### src/rtl/edge_fetch_unit.sv
// Edge fetch stage: reads one node's CSR row bounds, then each (neighbour, weight)
// pair, and streams the edges to the relaxation core through a small FIFO.
//
// state    | meaning
// IDLE     | waiting for start
// RD_START | reading row start offset into e_cur
// RD_END   | reading row end offset, computing edge_count
// CHECK    | waiting for a free FIFO slot before fetching the next edge
// RD_NBR   | reading neighbour id into the holding register
// RD_WT    | reading edge weight; edge pushed when the data returns
// DRAIN    | waiting for the consumer to empty the FIFO
// DONE     | one-cycle completion pulse

module edge_fetch_unit #(
    parameter int FIFO_DEPTH = 4,
    parameter int ADDR_W     = 32
) (
    input  logic              algorithm_clock,
    input  logic              algorithm_reset,
    input  logic              start,
    input  logic [15:0]       node_index,
    input  logic [31:0]       offset_base,
    input  logic [31:0]       edge_base,
    output logic              busy,
    output logic              done,
    output logic [15:0]       edge_count,
    output logic              mem_read_enable,
    output logic              mem_write_enable,
    output logic [ADDR_W-1:0] mem_addr,
    output logic [15:0]       mem_write_data,
    input  logic [15:0]       mem_read_data,
    input  logic              mem_read_ready,
    input  logic              wait_request,
    output logic              edge_valid,
    input  logic              edge_ready,
    output logic [15:0]       edge_neighbour,
    output logic [15:0]       edge_weight,
    output logic              edge_last
);

    localparam int PTR_W = (FIFO_DEPTH > 1) ? $clog2(FIFO_DEPTH) : 1;
    localparam int CNT_W = PTR_W + 1;

    typedef enum logic [2:0] {
        S_IDLE, S_RD_START, S_RD_END, S_CHECK, S_RD_NBR, S_RD_WT, S_DRAIN, S_DONE
    } state_t;

    state_t      state, state_nxt;
    logic        rd_wait;
    logic [15:0] node_q;
    logic [31:0] offset_base_q, edge_base_q;
    logic [15:0] e_cur, e_end, nbr_hold, edge_count_q;
    logic [31:0] addr_full;

    logic [32:0]      fifo_mem [FIFO_DEPTH];
    logic [PTR_W-1:0] wr_ptr, rd_ptr;
    logic [CNT_W-1:0] fifo_cnt;

    logic is_read_state, rd_done, req_accept, push, pop, fifo_empty, fifo_has_room, last_edge;
    logic [32:0] head;

    assign is_read_state = (state == S_RD_START) || (state == S_RD_END) ||
                           (state == S_RD_NBR) || (state == S_RD_WT);
    assign mem_read_enable  = is_read_state && !rd_wait;
    assign req_accept       = mem_read_enable && !wait_request;
    // A data strobe only counts while a request has been accepted and is awaiting data.
    assign rd_done          = is_read_state && rd_wait && mem_read_ready;
    assign mem_write_enable = 1'b0;
    assign mem_write_data   = '0;

    assign fifo_empty    = (fifo_cnt == '0);
    assign fifo_has_room = (fifo_cnt < CNT_W'(FIFO_DEPTH));
    assign last_edge     = ((e_cur + 16'd1) == e_end);
    assign push          = (state == S_RD_WT) && rd_done;
    assign pop           = edge_valid && edge_ready;

    assign head           = fifo_mem[rd_ptr];
    assign edge_valid     = !fifo_empty;
    assign edge_last      = edge_valid ? head[32] : 1'b0;
    assign edge_neighbour = edge_valid ? head[31:16] : '0;
    assign edge_weight    = edge_valid ? head[15:0] : '0;

    assign busy       = (state != S_IDLE) && (state != S_DONE);
    assign done       = (state == S_DONE);
    assign edge_count = edge_count_q;

    always_comb begin
        addr_full = '0;
        case (state)
            S_RD_START: addr_full = offset_base_q + {15'd0, node_q, 1'b0};
            S_RD_END:   addr_full = offset_base_q + {15'd0, node_q, 1'b0} + 32'd2;
            S_RD_NBR:   addr_full = edge_base_q + {14'd0, e_cur, 2'b00};
            S_RD_WT:    addr_full = edge_base_q + {14'd0, e_cur, 2'b00} + 32'd2;
            default:    addr_full = '0;
        endcase
        mem_addr = ADDR_W'(addr_full);
    end

    always_comb begin
        state_nxt = state;
        case (state)
            S_IDLE:     if (start) state_nxt = S_RD_START;
            S_RD_START: if (rd_done) state_nxt = S_RD_END;
            S_RD_END:   if (rd_done) state_nxt = (mem_read_data > e_cur) ? S_CHECK : S_DONE;
            S_CHECK:    if (fifo_has_room) state_nxt = S_RD_NBR;
            S_RD_NBR:   if (rd_done) state_nxt = S_RD_WT;
            S_RD_WT:    if (rd_done) state_nxt = last_edge ? S_DRAIN : S_CHECK;
            S_DRAIN:    if (fifo_empty) state_nxt = S_DONE;
            S_DONE:     state_nxt = S_IDLE;
            default:    state_nxt = S_IDLE;
        endcase
    end

    always_ff @(posedge algorithm_clock or negedge algorithm_reset) begin
        if (!algorithm_reset) begin
            state         <= S_IDLE;
            rd_wait       <= 1'b0;
            node_q        <= '0;
            offset_base_q <= '0;
            edge_base_q   <= '0;
            e_cur         <= '0;
            e_end         <= '0;
            nbr_hold      <= '0;
            edge_count_q  <= '0;
        end else begin
            state <= state_nxt;
            if (rd_done)
                rd_wait <= 1'b0;
            else if (req_accept)
                rd_wait <= 1'b1;
            if (state == S_IDLE && start) begin
                node_q        <= node_index;
                offset_base_q <= offset_base;
                edge_base_q   <= edge_base;
                edge_count_q  <= '0;
            end
            if (state == S_RD_START && rd_done)
                e_cur <= mem_read_data;
            if (state == S_RD_END && rd_done) begin
                e_end        <= mem_read_data;
                edge_count_q <= (mem_read_data > e_cur) ? (mem_read_data - e_cur) : 16'd0;
            end
            if (state == S_RD_NBR && rd_done)
                nbr_hold <= mem_read_data;
            if (push)
                e_cur <= e_cur + 16'd1;
        end
    end

    // CHECK only proceeds with a free slot and nothing else pushes meanwhile, so a push never overflows.
    always_ff @(posedge algorithm_clock or negedge algorithm_reset) begin
        if (!algorithm_reset) begin
            wr_ptr   <= '0;
            rd_ptr   <= '0;
            fifo_cnt <= '0;
        end else begin
            if (push)
                wr_ptr <= wr_ptr + PTR_W'(1);
            if (pop)
                rd_ptr <= rd_ptr + PTR_W'(1);
            if (push && !pop)
                fifo_cnt <= fifo_cnt + CNT_W'(1);
            else if (pop && !push)
                fifo_cnt <= fifo_cnt - CNT_W'(1);
        end
    end

    always_ff @(posedge algorithm_clock) begin
        if (push)
            fifo_mem[wr_ptr] <= {last_edge, nbr_hold, mem_read_data};
    end

endmodule

### config.mk
export PLATFORM = sky130hd
export DESIGN_NAME = edge_fetch_unit
export DESIGN_NICKNAME = d
export VERILOG_FILES = /design/src/rtl/edge_fetch_unit.sv
export SDC_FILE = /design/constraint.sdc
export NUM_CORES = 1
export LEC_CHECK = 0
export CORE_MARGIN = 2
export CORE_UTILIZATION = 50
export DETAILED_ROUTE_END_ITERATION = 8
export PLACE_DENSITY = 0.76
export SYNTH_ARGS = -nofsm -noshare
export SYNTH_HDL_FRONTEND = slang
export SYNTH_SLANG_ARGS = --single-unit
### constraint.sdc
create_clock -name algorithm_clock -period 4.7 [get_ports algorithm_clock]
set_input_delay 1.175 -clock algorithm_clock [delete_from_list [all_inputs] [get_ports algorithm_clock]]
set_output_delay 1.175 -clock algorithm_clock [all_outputs]
set_load 0.1 [all_outputs]
==> results.md <==
* Status: finished with violations
* Failing checks: setup timing
* Post-Layout Cell Count at 2,345
* Unrepaired setup endpoints after global routing: true
* Simple-gate share of the synthesized area at 12.86%
* Synth Area in Compound Gates at 13.43%
* Crit path buffers/inverters at 1
* Post-Route WL at 46,310 microns
* Slew headroom at 32.51%
* H-tree depth at 1
* Total number of vias at 13,530
* Die ar. at 35,280 sq um
* Initial Utilization at 50.64%
* Crit path DAT at 4.58 ns
* Yosys cell types at 90
* Fmax at 0.1738 GHz
* DR DRC count at 0
* Vias per cell at 5.768
* Synth Area in XOR/XNOR at 5.746%
* DR WL/cell at 19.75 microns
* Clk root buf: clkbuf_16
* Largest net degree at the start of global routing at 85
* Layout cell share with drive strength beyond 1 at 31.84%
* Average instance area after synthesis at 11.18 sq um
* Nets@finish at 2,038
* Area Growth Syn to Fin at 33.49%
* Async SR Flop Fraction at 54.01%
* Final hold vios at 0
* Crit Path Max Fanout at 3
* Final Util at 67.60%
* Layout Skew at 0.02511 ns
* Dpl hpwl at 34,080 microns
* Post-Synthesis Cells at 1,511
* Slew @ Worst Pin at 1.009 ns
* Die Y at 187.8 microns
* Fin Setup TNS at -15.23 ns
* CTS Buf Count at 30
* Clk buf depth at 3
* DRT Pass-1 Iters at 6
* Hold-fix buffers, CTS at 0
* Diode count at 0
* GRT overflow at 0
* Final setup fails at 23
* CP delay by family, top: compound AO/OA/AOI/OAI gates
* Core area at 33,360 sq um
* Post-synth EDFFs at 132
* Setup CP Type: flop to primary output
* Routability cong. at 0.9220
* Reg clk slew, reported paths at 0.06 ns
* Final period utilization at 122.4%
* Die Wd at 187.8 microns
* Crit. End Element: primary output
* Inst Count DP at 2,279
* Sequential share of the synthesized area at 46.42%
* Syn. warnings at 0
* Worst skew pair latency at 0.59 ns
* Initial antenna violation count at 0
* Post-route ant nets at 0
* First-pass GRT wire length at 73,450 microns
* Ports at 204
* Flops & latches, synth at 287
* Final min period at 5.753 ns
* Worst hold-check path type: flop to flop
* Main synth FF type: dfrtp_1
* Mux contribution to synthesized area at 13.12%
* Slowest CP cell: or4_4
* Adder-cell share of the synthesized area at 4.843%
* Final worst slack at -1.053 ns
* CP max stage delay at 0.57 ns
* Vias in the first global route at 13,900
* Crit path required time at 3.52 ns
* PortBufs at 186
* Rows at 67
* Synth Cell Area at 16,900 sq um
* Total Routing Usage GR at 25.98%
* Combinational family with the most area after synthesis: compound AO/OA/AOI/OAI gates
* Max cap viols at 0
* Initial DRC Count at 929
* CTS tree: built
* Slew Limit Fails at 0
* Sink Count at 287
* Startpoint Class: flop
* Crit-path cells: ha_2 -> fa_2 -> a211o_1 -> a21o_1 -> a21oi_2 -> xor2_1 -> nor4b_2 -> nor2_1 -> or3_4 -> or4_4 -> o41a_1 -> a211o_4 -> buf_12
-- worst register-to-register path: stages, from the launching register on --
cell and delay [ns]:
dfrtp_1 0.42, buf_4 0.18, inv_1 0.10, ha_1 0.25, nor2b_1 0.13, o21a_1 0.17, o21ai_0 0.26, a21oi_1 0.12
o21ai_0 0.21, a21oi_1 0.16, o41ai_1 0.55, a2111oi_0 0.25, or3_1 0.40, a32o_1 0.26
-- per-layer routing --
metal / track usage, % / up-vias / part of all wire, %
met3: 2.976 / 91 / 5.6
met1: 33.54 / 6608 / 41
met2: 45.91 / 472 / 50
li1: - / 6354 / -
met4: 8.056 / 0 / 3.5
met5: 0 / - / 0
-- what timing repair did --
action / in CTS / in global routing
setup endpoints to repair: 24 / 23
buffers inserted: 9 / 4
endpoints found under the hold margin: 0 / 0
pin swaps: 24 / 15
resized for setup: 35 / 34
-- layout by cell type (no fill, tap or decap), types with 8 or more instances in the layout --
cell,Yosys,routed
edfxtp_1,132,132
and3_1,21,21
ha_1,59,57
clkdlybuf4s50_1,0,116
or3_1,10,8
buf_4,20,254
inv_1,36,36
dfrtp_1,155,153
nor4_1,8,8
a22oi_1,8,8
and2_1,40,39
o211ai_1,15,15
nand4_1,28,28
xnor2_1,70,64
nor3_1,26,21
nand2_1,116,111
buf_12,0,34
mux4_2,33,33
mux2i_1,19,18
clkbuf_1,48,10
o21a_1,17,17
conb_1,1,17
mux2_2,114,114
nor2_1,65,57
o21ai_0,76,65
nand3_1,50,44
o21ai_1,5,8
clkbuf_16,0,30
a21o_1,21,20
o22ai_1,15,15
a21oi_1,68,65
xor2_1,39,35
-- final timing paths --
kind	depth (start not counted)	slack (ns)	start	end
max in group asynchronous	2	3.03	algorithm_reset	edge_count[1]$_DFFE_PN0P_
worst min-delay path	2	0.48	edge_count[4]$_DFFE_PN0P_	edge_count[4]$_DFFE_PN0P_
worst max register to register	13	1.14	e_cur[1]$_DFFE_PN0P_	edge_count[15]$_DFFE_PN0P_
worst max-delay path	13	-1.05	edge_base_q[2]$_DFFE_PN0P_	mem_addr[30]
min in group asynchronous	1	0.64	algorithm_reset	offset_base_q[27]$_DFFE_PN0P_
worst min register to register	2	0.48	edge_count[4]$_DFFE_PN0P_	edge_count[4]$_DFFE_PN0P_
-- cells by family after synthesis --
| family | count (synthesis) |
|---|---|
| AND/OR/NAND/NOR | 419 |
| XOR/XNOR | 110 |
| AO/OA/AOI/OAI | 332 |
| multiplexers | 166 |
| buffers and inverters | 133 |
| adder cells (fa/ha/maj) | 63 |
| other | 1 |
| flip-flops | 287 |
-- cells in the mapped netlist, types with 36 or more instances --
library cell,count,area (sq um)
clkbuf_1,48,180.2
nor2_1,65,244.0
a21oi_1,68,340.3
nand2_1,116,435.4
o21ai_0,76,380.4
edfxtp_1,132,3964
and2_1,40,250.2
mux2_2,114,1284
xor2_1,39,341.6
ha_1,59,738.2
inv_1,36,135.1
xnor2_1,70,613.1
nand3_1,50,250.2
dfrtp_1,155,3879
-- final cells by class --
type,count,area (sq um)
Inverter,37,138.9
Clock buffer,41,802.0
Tap cell,448,560.5
Sequential cell,287,7845
Fill cell,2492,10810
Timing Repair Buffer,410,3816
Multi-Input combinational cell,1107,9180
Clock inverter,15,211.5
-- registers in the layout (all words and copies together) (netlist names), 2 cells and up --
register and count:
fifo_cnt 3, e_cur 16, fifo_mem 132, node_q 16, edge_base_q 32, offset_base_q 32
rd_ptr 2, state 3, wr_ptr 2, nbr_hold 16, edge_count 16, e_end 16
-- stage by stage --
| stage | cell area [sq um] | setup WS [ns] | hold WS, ns |
|---|---|---|---|
| after floorplan | 17290 | -0.3694 | 0.4568 |
| after global placement | 21120 | -0.3976 | 0.4688 |
| after detailed placement | 21120 | -0.4969 | 0.4691 |
| after CTS | 22360 | -1.068 | 0.4824 |
| after global routing | 22550 | -1.186 | 0.5107 |
| final | 22550 | -1.053 | 0.4803 |
Power is left out: the tool's default activity adds up to more than one toggle a clock period on the data nets, which glitch-free logic cannot reach.
